==> src/rtl/vx_wb_arbiter.sv <==
// Writeback arbiter: round-robin over commit sources, packet-locked until eop, 1-deep registered output.
// Optional contention counter on perf_stalls when VX_WB_ARB_PERF_EN is defined.
module vx_wb_arbiter #(
   parameter int NUM_REQS = 5,
   parameter int DATAW    = 64
) (
   input  logic                               clk,
   input  logic                               reset,
   input  logic [NUM_REQS-1:0]                in_valid,
   input  logic [NUM_REQS-1:0][DATAW-1:0]     in_data,
   input  logic [NUM_REQS-1:0]                in_eop,
   output logic [NUM_REQS-1:0]                in_ready,
   output logic                               out_valid,
   output logic [DATAW-1:0]                   out_data,
   output logic [$clog2(NUM_REQS)-1:0]        out_sel,
   input  logic                               out_ready
`ifdef VX_WB_ARB_PERF_EN
   ,
   output logic [31:0]                        perf_stalls
`endif
);

   localparam int SELW = $clog2(NUM_REQS);

   logic [SELW-1:0] rr_ptr;
   logic [SELW-1:0] lock_idx;
   logic            lock;

   logic [SELW-1:0] grant_idx;
   logic            grant_vld;
   logic            enable;
   logic            fire;
   logic [SELW-1:0] rr_next;

   // Locked packets own the port: no fallback search, an idle owner yields a bubble.
   always_comb begin
      int idx;
      idx       = 0;
      grant_idx = '0;
      grant_vld = 1'b0;
      if (lock) begin
         grant_idx = lock_idx;
         grant_vld = in_valid[lock_idx];
      end else begin
         for (int k = 0; k < NUM_REQS; k++) begin
            idx = int'(rr_ptr) + k;
            if (idx >= NUM_REQS) idx = idx - NUM_REQS;
            if (!grant_vld && in_valid[idx]) begin
               grant_vld = 1'b1;
               grant_idx = SELW'(idx);
            end
         end
      end
   end

   assign enable  = !out_valid || out_ready;
   assign fire    = grant_vld && enable && !reset;
   assign rr_next = (grant_idx == SELW'(NUM_REQS - 1)) ? '0 : grant_idx + 1'b1;

   for (genvar i = 0; i < NUM_REQS; i++) begin : g_ready
      assign in_ready[i] = fire && (grant_idx == SELW'(i));
   end

   always_ff @(posedge clk) begin
      if (reset) begin
         out_valid <= 1'b0;
         out_sel   <= '0;
         rr_ptr    <= '0;
         lock      <= 1'b0;
         lock_idx  <= '0;
      end else if (fire) begin
         out_valid <= 1'b1;
         out_sel   <= grant_idx;
         if (in_eop[grant_idx]) begin
            rr_ptr <= rr_next;
            lock   <= 1'b0;
         end else begin
            lock     <= 1'b1;
            lock_idx <= grant_idx;
         end
      end else if (out_ready) begin
         out_valid <= 1'b0;
      end
   end

   // Payload needs no reset; out_valid qualifies it.
   always_ff @(posedge clk) begin
      if (fire) out_data <= in_data[grant_idx];
   end

`ifdef VX_WB_ARB_PERF_EN
   always_ff @(posedge clk) begin
      if (reset)
         perf_stalls <= '0;
      else if (|(in_valid & ~in_ready))
         perf_stalls <= perf_stalls + 32'd1;
   end
`endif

endmodule
==> config.mk <==
export PLATFORM = sky130hd
export DESIGN_NAME = vx_wb_arbiter
export DESIGN_NICKNAME = d
export VERILOG_FILES = /design/src/rtl/vx_wb_arbiter.sv
export SDC_FILE = /design/constraint.sdc
export NUM_CORES = 1
export LEC_CHECK = 0
export BUFFER_PORTS_ARGS = -buffer_cell sky130_fd_sc_hd__buf_2
export CAP_MARGIN = 10
export CORE_AREA = 2 2 157 159
export CTS_CLUSTER_SIZE = 10
export DETAILED_ROUTE_END_ITERATION = 8
export DIE_AREA = 0 0 159 161
export PLACE_DENSITY = 0.65
export SLEW_MARGIN = 20
export SYNTH_ARGS = -nofsm -noshare
export SYNTH_HDL_FRONTEND = slang
export SYNTH_SLANG_ARGS = --single-unit
==> constraint.sdc <==
create_clock -name clk -period 8.3 [get_ports clk]
set_input_delay 1.66 -clock clk [delete_from_list [all_inputs] [get_ports clk]]
set_output_delay 1.66 -clock clk [all_outputs]
set_load 0.02 [all_outputs]
**Word level (Yosys, flattened, before mapping)**

Index checks and enable logic that the tools add are counted.

- Bitwise logic cells: 1
- Reductions and logical operators: 22
- Order comparisons: 12
- Add/subtract/negate cells: 10
- Eq/ne operators: 4
- Muxes and demuxes: 51

Operators by type and width:

| kind | count |
|---|---|
| $mux W32 | 10 |
| $bmux W64 S3 | 1 |
| $lt A32 B5 Y1 const B | 5 |
| $mux W64 | 1 |
| $mux W1 | 25 |
| $bmux W1 S3 | 7 |
| $mux W3 | 7 |
| $sub A4 B3 Y5 const B | 4 |
| $ge A4 B3 Y1 const B | 4 |
| $logic_and A1 B1 Y1 | 11 |
| $add A3 B2 Y4 const B | 2 |
| $lt A3 B4 Y1 const B | 2 |
| $eq A3 B2 Y1 const B | 2 |
| $logic_not A1 Y1 | 6 |
| $add A3 B1 Y4 const B | 1 |
| $add A3 B3 Y4 const B | 1 |
| $reduce_and A2 Y1 | 2 |
| $sub A3 B3 Y4 const B | 1 |
| $add A3 B1 Y3 const B | 1 |
| $eq A3 B1 Y1 const B | 1 |
| $eq A3 B3 Y1 const B | 1 |
| $ge A3 B3 Y1 const B | 1 |
| $logic_not A3 Y1 | 1 |
| $reduce_bool A2 Y1 | 1 |
| 2 further kinds | 2 |

- Word-level logic and storage cells: 106
- Input port bits: 333
- Output and inout bits: 73
- Register bits after elaboration: 75

**Longest topological paths before layout**

- Word-level depth: 28
- Gate-level depth with buffers: 20
- Gate-level depth less buffers: 17

**Worst setup path after synthesis**

Ideal clock, no wire load.

- Path kind: input-to-output
- Start: in in_valid[4]
- End: out in_ready[0]
- Data arrival time: 5,891 ps
- Cell stages on the path: 10
- Data required time: 6,640 ps
- Path buffers: 2
- Path slack: 749 ps
- Cell sequence: buf_2 > nor4bb_1 > a211oi_1 > a21boi_0 > a221o_1 > nand3_1 > o41ai_1 > nor3b_1 > clkbuf_1 > and3_1

- Longest elaborated chain between the ends: 24
- Elaborated cells on any way between the ends: 45
- Classes of those cells: mux: 33; reduce/logical: 12

Ends and longest elaborated chain:

| item | RTL line | RTL |
|---|---|---|
| from (decl) | 9 | `input logic [NUM_REQS-1:0] in_valid,` |
| $bmux W1 S3 | 48 | `if (!grant_vld && in_valid[idx]) begin` |
| $mux W1 (not written as such) (2 in a row) | 48 |  |
| $mux W1 | 48 |  |
| $mux W1 | 41 | `if (lock) begin` |
| $logic_not A1 Y1 | 48 |  |
| $logic_and A1 B1 Y1 | 48 |  |
| $mux W1 | 48 |  |
| $mux W1 | 41 |  |
| [7 not listed] | -- |  |
| $mux W1 | 41 |  |
| $logic_not A1 Y1 | 48 |  |
| $logic_and A1 B1 Y1 | 48 |  |
| $mux W1 | 48 |  |
| $mux W1 * | 41 |  |
| $logic_and A1 B1 Y1 * (2 in a row) | 57 | `assign fire = grant_vld && enable && !reset;` |
| net fire | 32 | `logic fire;` |
| $logic_and A1 B1 Y1 * | 61 | `assign in_ready[i] = fire && (grant_idx == SELW'(i));` |
| to (decl) | 12 | `output logic [NUM_REQS-1:0] in_ready,` |

The timed path passes the listed nets; every way through them passes the cells marked *. The select of a mux whose other input is x is not followed.

**Worst setup path after layout**

- Start: reg rr_ptr[1]
- End: out in_ready[0]

- Longest elaborated chain between the ends: 27
- Elaborated cells on any way between the ends: 67
- Classes of those cells: add/sub: 9; order compare: 5; mux: 41; reduce/logical: 12

Ends and longest elaborated chain:

| item | RTL line | RTL |
|---|---|---|
| from (decl) | 25 | `logic [SELW-1:0] rr_ptr;` |
| from (signal assigned) | 75 | `rr_ptr <= rr_next;` |
| branches (longest 26 deep; another with $sub A4 B3 Y5) | -- |  |
| $logic_and A1 B1 Y1 * | 61 |  |

Mark *: on every way between the ends. The select of a mux whose other input is x is not followed.

==> impl_results.md <==
- Outcome: finished clean
- Number of max-cap violations: 0
- Rows: 57
- Post-synthesis cell type count: 89
- Final cell count without fillers: 1424
- CTS tree: done
- Largest family of logic cells by synthesized area: compound AO/OA/AOI/OAI gates
- Critical path start-end classification: register to output pin
- Vias per inst: 5.601
- Max-slew violation count: 0
- WP buf/inv: 4
- Synthesis-stage register bit count: 75
- Min Tclk post-route: 6867 ps
- Simple-Gate Fraction of Synth Area: 0.1357
- Total core area: 23960 um2
- Worst vdd ir: 0.0002799 V
- Cts hold-fix bufs: 0
- Initial core utilization: 0.2929
- All-Layer GR Usage: 0.2195
- DP HPWL: 22.00 mm
- Seq/Total Area, Yosys: 0.3052
- Avg Inst Size Synth: 9.497 um2
- Post-Syn Area: 7018 um2
- Full die area: 25600 um2
- FFs w/ async S/R, synth: 0
- LEAKAGE: 4.231 nW
- CTS root buffer: clkbuf_16
- Antenna violations before repair: 5
- CTS Buf Count: 9
- Largest net degree at the start of global routing: 76
- Worst hold path type: register to register
- Post-synth EDFFs: 64
- DP Cell Count: 1404
- Post-CTS setup buffers: 0
- H-tree Lvls: 3
- Final wirelength: 29.79 mm
- Xor/xnor share of the synthesized area: 0.002496
- Top cell by count, worst path: ha_1
- Die Y-Extent: 161 um
- Synth Area in Adders: 0.03209
- Clock latency on the worst-skew pair: 340 ps
- Syn Nets: 1090
- Tot Pwr: 4.249 mW
- Crit-path leading delay family: compound AO/OA/AOI/OAI gates
- CTS resizes: 0
- Initial DRT Pass Iterations: 6
- Worst hold slack: 501.3 ps
- Pwr/cell area: 446.9 nW/um2
- DRT antenna net count: 0
- CTS sink count: 75
- CP Launch Type: register
- Final hold vios: 0
- Period utilisation layout: 0.8274
- Global-route wire length before repair: 44.27 mm
- Gpl congestion: 0.9111
- Final setup fails: 0
- Fmax: 145.6 MHz
- DRC errors left: 0
- Layout cells sized above 1: 0.4845
- Slew HR: 0.3252
- Slowest CP cell: dfxtp_1
- Area Overhead vs Synth: 35.46%
- Clock-pin transition on the worst setup and hold timing paths: 70 ps
- Vias in the first global route: 7637
- Crit path max fanout: 31
- Final core utilization: 0.3967
- Clock Tree Buf Depth: 2
- Initial DRC count: 960
- Critical path arrival: 5210 ps
- Setup Skew: 7.166 ps
- Per-cell routed wire length: 20.92 um
- RSZ-0062 raised after global routing: false
- Critical Path RT: 6640 ps
- Count of buffers from port buffering: 405
- Cell Chain, Critical Path: inv_1, ha_1, inv_1, ha_1, o31a_1, o22ai_2, mux2_2, a221oi_1, and3_1, nand3_1, o211ai_4, nand2_2, clkinv_2, ha_1, and3_1, buf_2
- Most used DFF post-synth: edfxtp_1
- Via count: 7976
- Setup TNS: 0 ps
- Io pins: 406
- Syn Inst Count: 739
- Post-synthesis compound-gate area fraction: 0.3231
- Nets@finish: 1442
- Die Span X: 159 um
- Synth warn: 0
- Post-synthesis mux area share: 0.1423
- Worst-Margin Slew: 1008 ps
- Setup crit end kind: output pin
- Critical path's largest stage delay: 630 ps
- GRT overflow: 0
## worst register-to-register path, stage by stage, from the launching register on
cell      delay [ps]
dfxtp_1          630
inv_1            310
ha_1             270
inv_1             50
ha_1             340
o31a_1           320
o22ai_2          240
mux2_2           380
a221oi_1         460
and3_1           300
nand3_1          240
o211ai_4         180
nand2_2          120
clkinv_2         430
buf_4            640
mux2_2           490
a221o_1          360
## final timing paths
kind	from	to	slack (ps)	cells after the start
min	out_sel[2]	out_sel[2]	500	2
min reg2reg	out_sel[2]	out_sel[2]	500	2
max	rr_ptr[1]	in_ready[0]	1430	16
max reg2reg	rr_ptr[1]	out_data[9]	2270	16
## area by class of cell
class                   instances  area [um2]
repair buffers                416        2110
inverters                      18       68.82
clock inverters                 7       57.56
multi-input cells             571        4487
fillers                      2457       14460
diodes                          4       10.01
well taps                     324       405.4
flip-flops and latches         75        2143
clock buffers                   9       225.2
## layout by cell type, fill, tap and decap left out, types with 10 or more instances in the layout
| master | netlist | final |
|---|---|---|
| mux2_4 | 27 | 27 |
| edfxtp_1 | 64 | 64 |
| a21oi_1 | 77 | 77 |
| buf_4 | 1 | 11 |
| a221o_1 | 67 | 67 |
| mux2_2 | 40 | 40 |
| buf_2 | 20 | 405 |
| nand2b_1 | 12 | 12 |
| nor2_1 | 15 | 15 |
| ha_1 | 18 | 18 |
| dfxtp_1 | 11 | 10 |
| inv_1 | 14 | 14 |
| o211ai_1 | 67 | 67 |
| nand2_1 | 20 | 18 |
| o21ai_0 | 12 | 12 |
| nand3_1 | 75 | 75 |
| mux2i_1 | 12 | 12 |
## cells in the mapped netlist (all sizes together), types with 5 or more instances
cell    instances  area, um2
nor3            6      35.03
ha             18      225.2
inv            16      60.06
mux2i          12      120.1
nor2           16      62.56
a211oi         10      85.08
edfxtp         64       1922
o211ai         68      515.5
or2             5      31.29
buf            38      209.0
o21ai          14      81.33
dfxtp          11      220.2
nand3          75      375.4
clkbuf         37      138.9
nand2          21      81.33
and3            9      56.30
and2            8      55.06
a21oi          78      401.6
a221o          67      670.6
nand2b         12      75.07
mux2           67      855.8
## through the flow
step / cell area (um2) / setup WS, ps
after detailed placement: 9214 / 1585
after floorplan: 7018 / 748.7
final: 9507 / 1433
after global routing: 9507 / 956.2
after global placement: 9214 / 1757
after CTS: 9497 / 1446
## cells by family after synthesis
group,count (synthesis)
compound gates,296
buf+inv,93
simple gates,175
xor+xnor,2
flops,75
mux,80
fa+ha+maj,18
## state kept, by name (all words and copies together) (netlist names)
| register | flops |
|---|---|
| rr_ptr | 3 |
| out_sel | 3 |
| lock | 1 |
| lock_idx | 3 |
| out_data | 64 |
| out_valid | 1 |
## report_power, final
| group | internal, mW | switching (mW) | total (mW) |
|---|---|---|---|
| clock | 0.208 | 0.177 | 0.385 |
| sequential | 0.745 | 0.0667 | 0.812 |
| combinational | 1.21 | 1.84 | 3.05 |
## routing by layer
metal | vias to the layer above | global-route usage | wire length, um
met4 | 0 | 0.07479 | 715
met1 | 3787 | 0.2850 | 12180
li1 | 3712 | - | -
met5 | - | 0 | 0
met3 | 40 | 0.04135 | 2321
met2 | 437 | 0.3678 | 14560
Note: power is estimated with default switching activity, not from simulation.
